`config.mk`:
```
export PLATFORM = sky130hd
export DESIGN_NAME = hex_loader_ctrl
export DESIGN_NICKNAME = d
export VERILOG_FILES = /design/src/rtl/hex_loader_pkg.sv /design/src/rtl/hex_loader_ctrl_pacer.sv /design/src/rtl/hex_loader_ctrl.sv
export SDC_FILE = /design/constraint.sdc
export NUM_CORES = 1
export LEC_CHECK = 0
export ABC_CLOCK_PERIOD_IN_PS = 2630
export CAP_MARGIN = 20
export CORE_ASPECT_RATIO = 2
export CORE_MARGIN = 3
export CORE_UTILIZATION = 43
export DETAILED_ROUTE_END_ITERATION = 16
export PLACE_DENSITY = 0.71
export SKIP_LAST_GASP = 1
export SYNTH_ARGS = -nofsm -noshare
export SYNTH_HDL_FRONTEND = slang
export SYNTH_SLANG_ARGS = --single-unit
```
`constraint.sdc`:
```
create_clock -name i_clk -period 2.63 [get_ports i_clk]
set_input_delay 0.263 -clock i_clk [delete_from_list [all_inputs] [get_ports i_clk]]
set_output_delay 0.263 -clock i_clk [all_outputs]
set_load 0.005 [all_outputs]
```
`src/rtl/hex_loader_pkg.sv`:
```
// Shared types and constants for the serial hex program loader.
package hex_loader_pkg;

    // Load-controller states.
    typedef enum logic [2:0] {
        IDLE,
        WAIT_FIRST,
        LOADING,
        DONE,
        FAIL
    } state_t;

    // Controller-side error codes (parser codes pass through unchanged).
    localparam logic [2:0] ERR_NONE    = 3'd0;
    localparam logic [2:0] ERR_OVERRUN = 3'd1;
    localparam logic [2:0] ERR_RANGE   = 3'd2;
    localparam logic [2:0] ERR_TRUNC   = 3'd3;

    // A load is in progress in these two states.
    function automatic logic is_busy(input state_t s);
        return (s == WAIT_FIRST) || (s == LOADING);
    endfunction

endpackage

```
`src/rtl/hex_loader_ctrl_pacer.sv`:
```
// Byte pacer: forwards UART bytes to the hex parser with at least one idle
// cycle between strobes, buffering one early byte in a skid register.
module hex_byte_pacer (
    input  logic       i_clk,
    input  logic       i_rst,
    input  logic       i_flush,
    input  logic       i_accept,
    input  logic [7:0] i_data,
    output logic       o_hex_en,
    output logic [7:0] o_hex_data,
    output logic       o_overrun
);

    logic       skid_full;
    logic [7:0] skid_data;

    // A byte arriving while the skid register is still occupied has nowhere to go.
    assign o_overrun = i_accept && skid_full;

    // Strobe/skid sequencing: one strobe at most every other cycle, skid drains first.
    always_ff @(posedge i_clk) begin
        // NOTE: state registers use non-blocking assignments so every register
        // samples the values from before this edge, independent of statement order.
        if (i_rst || i_flush) begin
            o_hex_en   <= 1'b0;
            o_hex_data <= 8'h00;
            skid_full  <= 1'b0;
            skid_data  <= 8'h00;
        end else if (o_hex_en) begin
            // Strobe is being issued now; the next cycle must stay idle.
            o_hex_en <= 1'b0;
            if (i_accept) begin
                skid_full <= 1'b1;
                skid_data <= i_data;
            end
        end else if (skid_full) begin
            // A byte arriving here is an overrun; the controller flushes us anyway.
            o_hex_en   <= 1'b1;
            o_hex_data <= skid_data;
            skid_full  <= 1'b0;
        end else if (i_accept) begin
            o_hex_en   <= 1'b1;
            o_hex_data <= i_data;
        end
    end

endmodule

```
`src/rtl/hex_loader_ctrl.sv`:
```
// Serial program-load controller: paces UART bytes into the intel_hex parser,
// turns parser output into program-RAM writes, holds the CPU in reset during
// a load and reports success or the cause of failure.
module hex_loader_ctrl
    import hex_loader_pkg::*;
#(
    parameter int ADDR_W         = 16,
    parameter int MEM_DEPTH      = 4096,
    parameter int TIMEOUT_CYCLES = 1000000
) (
    input  logic              i_clk,
    input  logic              i_rst,
    input  logic              i_start,
    input  logic              i_rx_valid,
    input  logic [7:0]        i_rx_data,
    output logic              o_hex_en,
    output logic [7:0]        o_hex_data,
    input  logic [ADDR_W-1:0] i_hex_addr,
    input  logic [7:0]        i_hex_data,
    input  logic              i_hex_idle,
    input  logic              i_hex_data_valid,
    input  logic [2:0]        i_hex_error,
    output logic              o_mem_we,
    output logic [ADDR_W-1:0] o_mem_addr,
    output logic [7:0]        o_mem_data,
    output logic              o_cpu_rst,
    output logic              o_busy,
    output logic              o_done,
    output logic              o_fail_src,
    output logic [2:0]        o_error_code,
    output logic [15:0]       o_byte_count
);

    localparam int              TO_W      = $clog2(TIMEOUT_CYCLES + 1);
    localparam logic [TO_W-1:0] TO_LAST   = TO_W'(TIMEOUT_CYCLES - 1);
    localparam logic [ADDR_W:0] DEPTH_LIM = (ADDR_W + 1)'(MEM_DEPTH);

    state_t          state_q;
    state_t          state_d;
    logic [TO_W-1:0] to_cnt_q;
    logic            busy;
    logic            start_go;
    logic            rx_accept;
    logic            overrun;
    logic            pacer_flush;
    logic            parser_err;
    logic            in_range;
    logic            range_err;
    logic            write_ok;
    logic            timeout_hit;
    logic            set_fail;
    logic            fail_src_d;
    logic [2:0]      fail_code_d;
    logic            fail_src_q;
    logic [2:0]      err_q;
    logic [15:0]     byte_cnt_q;

    assign busy        = is_busy(state_q);
    assign start_go    = i_start && !busy;
    assign rx_accept   = i_rx_valid && busy;
    assign parser_err  = busy && (i_hex_error != ERR_NONE);
    assign in_range    = {1'b0, i_hex_addr} < DEPTH_LIM;
    assign range_err   = busy && i_hex_data_valid && !in_range;
    assign write_ok    = busy && i_hex_data_valid && in_range && !parser_err;
    // The terminal silent cycle; an rx byte in the same cycle restarts the count instead.
    assign timeout_hit = (state_q == LOADING) && !i_rx_valid && (to_cnt_q == TO_LAST);
    // Leaving the busy states drops any byte still queued for the parser.
    assign pacer_flush = !is_busy(state_d);

    hex_byte_pacer u_pacer (
        .i_clk      (i_clk),
        .i_rst      (i_rst),
        .i_flush    (pacer_flush),
        .i_accept   (rx_accept),
        .i_data     (i_rx_data),
        .o_hex_en   (o_hex_en),
        .o_hex_data (o_hex_data),
        .o_overrun  (overrun)
    );

    // Next-state and failure classification; parser errors outrank controller errors.
    always_comb begin
        // NOTE: every output of this block gets a default first, so no path
        // through the case leaves one unassigned and infers a latch.
        state_d     = state_q;
        set_fail    = 1'b0;
        fail_src_d  = 1'b0;
        fail_code_d = ERR_NONE;
        case (state_q)
            IDLE, DONE, FAIL: begin
                if (i_start) state_d = WAIT_FIRST;
            end
            WAIT_FIRST, LOADING: begin
                if (state_q == WAIT_FIRST && i_rx_valid) state_d = LOADING;
                if (parser_err) begin
                    set_fail    = 1'b1;
                    fail_src_d  = 1'b0;
                    fail_code_d = i_hex_error;
                end else if (overrun) begin
                    set_fail    = 1'b1;
                    fail_src_d  = 1'b1;
                    fail_code_d = ERR_OVERRUN;
                end else if (range_err) begin
                    set_fail    = 1'b1;
                    fail_src_d  = 1'b1;
                    fail_code_d = ERR_RANGE;
                end else if (timeout_hit) begin
                    if (i_hex_idle) begin
                        state_d = DONE;
                    end else begin
                        set_fail    = 1'b1;
                        fail_src_d  = 1'b1;
                        fail_code_d = ERR_TRUNC;
                    end
                end
                if (set_fail) state_d = FAIL;
            end
            default: state_d = IDLE;
        endcase
    end

    // State register.
    always_ff @(posedge i_clk) begin
        if (i_rst) state_q <= IDLE;
        else       state_q <= state_d;
    end

    // Inter-byte silence counter; only runs in LOADING and restarts on every rx byte.
    always_ff @(posedge i_clk) begin
        if (i_rst || state_q != LOADING || i_rx_valid) begin
            to_cnt_q <= '0;
        end else if (to_cnt_q != TO_LAST) begin
            to_cnt_q <= to_cnt_q + TO_W'(1);
        end
    end

    // Registered RAM write port.
    always_ff @(posedge i_clk) begin
        if (i_rst) begin
            o_mem_we   <= 1'b0;
            o_mem_addr <= '0;
            o_mem_data <= 8'h00;
        end else begin
            o_mem_we <= write_ok;
            if (write_ok) begin
                o_mem_addr <= i_hex_addr;
                o_mem_data <= i_hex_data;
            end
        end
    end

    // Load status: error latch held until the next start, saturating write count.
    always_ff @(posedge i_clk) begin
        if (i_rst || start_go) begin
            fail_src_q <= 1'b0;
            err_q      <= ERR_NONE;
            byte_cnt_q <= 16'h0000;
        end else begin
            if (set_fail) begin
                fail_src_q <= fail_src_d;
                err_q      <= fail_code_d;
            end
            if (write_ok && byte_cnt_q != 16'hFFFF) byte_cnt_q <= byte_cnt_q + 16'd1;
        end
    end

    assign o_busy       = busy;
    assign o_done       = (state_q == DONE);
    assign o_cpu_rst    = busy || (state_q == FAIL);
    assign o_fail_src   = fail_src_q;
    assign o_error_code = err_q;
    assign o_byte_count = byte_cnt_q;

endmodule

```
==> results of run 1 <==
-- final timing paths --
path	to	slack, ns	cells past startpoint
setup / recovery	u_pacer.skid_data[4]	0.24	5
setup reg to reg	u_pacer.skid_data[4]	0.24	5
hold / removal	o_mem_addr[4]	0.45	2
hold reg to reg	o_mem_addr[4]	0.45	2
-- synthesized netlist by cell type (all sizes together) (2+ instances only) --
library cell and instances:
xor2 8, and4 3, buf 6, nor2 36
clkbuf 20, ha 2, o2111ai 2, mux2i 19
or3 8, a211oi 2, and3 4, dfxtp 86
nor3b 2, o21ai 11, xnor2 16, nand3 11
nor3 23, nor4bb 2, nor4 18, inv 7
a21oi 44, nand3b 3, and2 8, nor4b 6
nand4 8, nand2 61, a211o 9, nand2b 5
a21o 2
-- final cells by class --
class / instances / area [sq um] / share of cell area
Tap cell: 102 / 127.6 / 0.02371
Clock buffer: 9 / 225.2 / 0.04184
Clock inverter: 7 / 121.4 / 0.02255
Multi-Input combinational cell: 330 / 2081 / 0.3866
Sequential cell: 86 / 1722 / 0.3199
Inverter: 8 / 30.03 / 0.005579
Timing Repair Buffer: 110 / 1076 / 0.1999
-- flip-flops by register name, summed over array words and instances, names as in the netlist --
| name | flops |
|---|---|
| to_cnt_q | 20 |
| o_byte_count | 16 |
| o_mem_addr | 16 |
| o_mem_data | 8 |
| u_pacer.o_hex_data | 8 |
| u_pacer.skid_data | 8 |
| o_error_code | 3 |
| state_q | 3 |
| o_fail_src | 1 |
| o_mem_we | 1 |
| u_pacer.o_hex_en | 1 |
| u_pacer.skid_full | 1 |
-- layer usage --
| layer | GRT usage | wire length [microns] | up-vias |
|---|---|---|---|
| li1 | - | - | 1793 |
| met1 | 0.2026 | 3710 | 1683 |
| met2 | 0.3680 | 5676 | 83 |
| met3 | 0.03748 | 381 | 23 |
| met4 | 0.09742 | 316 | 0 |
| met5 | 0 | 0 | - |
-- logic make-up after synthesis --
kind of cell	share of synthesized area
simple gates	0.2855
compound gates	0.1269
flops	0.4312
fa+ha+maj	0.006267
mux	0.04763
buf+inv	0.04982
xor+xnor	0.05265
-- power by group through the flow --
stage	clock network, uW	logic (uW)	registers (uW)
2_1_floorplan	0	72.8	1340
3_3_place_gp	0	158	1340
3_5_place_dp	0	160	1340
4_1_cts	1490	161	1310
5_1_grt	1540	173	1310
6_report	1460	160	1310
-- metrics by stage --
step | cells | area [sq um] | worst slack [ns]
after global placement | 636 | 5036 | 0.2166
after detailed placement | 636 | 5036 | 0.1828
after CTS | 652 | 5383 | 0.2169
after global routing | 652 | 5383 | 0.06333
after floorplan | 450 | 3993 | 0.5428
final | 652 | 5383 | 0.2425
-- critical path: stages, from the launching register on --
cell and delay [ns]:
dfxtp_1 0.37, or4bb_2 0.68, nor4_4 0.21, and4bb_4 0.37, a2bb2oi_4 0.48, nor4_1 0.13
==> metrics.yaml, run 1 <==
critical_path:
  cp-start-kind: "flip-flop"
  crit_required_ns: 2.82
  crit_arrival_ns: 2.58
  critical_path_class: "flip-flop to flip-flop"
  endpoint_kind: "flip-flop"
  crit_start: "to_cnt_q[15]"
  r2r-start: "to_cnt_q[15]"
  critPathMaxFanout: 18
logic_synthesis:
  synth.largest_area_cell: "dfxtp_1"
  yosys_warnings: 0
  synth_area_sq_mm: 0.003993
  ys.flop_type: "dfxtp_1"
  synth_cell_types: 59
  synth_nets: 493
  syn_inst: 450
  synthTopCellsByArea: "dfxtp_1 (43%), nand2_1 (5.7%), a21oi_1 (5.5%)"
  ys_ff_latch: 86
  synth-edff-count: 0
  synth.top_cell.area_share: 0.4312
  yosysSeqAreaShare: 0.4312
  synth.avg_cell_area_sq_um: 8.872
  async_flop_share: 0
pwr:
  ir_drop_mv: 0.4549
  p_per_area_mw_per_mm2: 544.7
  clockPowerShare: 0.498
  pwr-share-comb: 0.054
  p_leak_uw: 0.001762
  power.share.sequential: 0.447
  total_power_uw: 2932
  p_sw_uw: 604.7
  swShare: 0.2062
  internal_power_uw: 2327
job:
  cap_viol_max_count: 0
finish:
  mostFrequentLayoutCell: "clkdlybuf4s50_1"
  final_cell_mix: "clkdlybuf4s50_1 (96), dfxtp_1 (86), nand2_1 (61), a21oi_1 (44), nor2_1 (36)"
  syn2layout_area_growth_pct: 34.82
  layout-drive-gt1-share: 0.1000
  fillers: 811
  diodes: 0
  layout.nets: 588
  post-route-util: 0.5973
global_routing:
  grt.overflow.total: 0
  grt_pass1_wl_mm: 16.26
  grt_max_degree: 29
  antenna_found_initial: 0
  grt.total_usage: 0.1983
  grt_pass1_vias: 3477
detailed_routing:
  drtIter0Drc: 198
  num_vias: 3582
  firstDrtPassIters: 4
  viasPerCell: 5.494
  wirelength_mm: 10.08
  post-route-drc-count: 0
  ant_nets: 0
  wl_per_cell_microns: 15.47
sta:
  fin_crit_ns: 2.387
  rsz0062_at_grt: "false"
  clock_skew_ns: 0.006427
  finalSetupTns_ns: 0
  post-route-period-util: 0.9078
  tightest_slew_ns: 0.7529
  setup_viol: 0
  drv_slew: 0
  slew_headroom: 0.4981
  final_hold_viol_count: 0
  fin_hold_ws_ns: 0.4534
  max_freq_mhz: 418.9
clock_network:
  clockRootBuffer: "clkbuf_16"
  clockBufferDepth: 2
  worstSkewPairLatency_ns: 0.34
  cts_tree: "yes"
  cts.repair.resized: 0
  cts_hold_buf: 0
  h-tree-depth: 3
  clkTransAtPathRegs_ns: 0.06
  cts_sinks: 86
  post_cts_buffers: 0
  cts_inserted_buffers: 9
floorplan:
  die_h_microns: 142.3
  dieArea_sq_mm: 0.01055
  num_rows: 49
  num_io_pins: 98
  initial_core_util: 0.4430
  coreArea_sq_mm: 0.009012
  die-width_microns: 74.14
placement:
  gp_congestion: 0.8678
  dp_hpwl_mm: 7.503
  port_buffers: 97
min_path:
  hold_class: "flip-flop to flip-flop"
  hp-start: "o_mem_addr[4]"
status:
  status: "completed"
(Power assumes the default switching activity.)
==> run 2, diff against run 1 <==
- ABC_CLOCK_PERIOD_IN_PS: 2630 -> default
==> results of run 2 <==
No change in the layout: final DEF, timing and power equal those of run 1.
==> run 3, diff against run 2 <==
- CTS_CLUSTER_DIAMETER: default -> 60
==> results of run 3 <==
No change in the layout: final DEF, timing and power equal those of run 1.
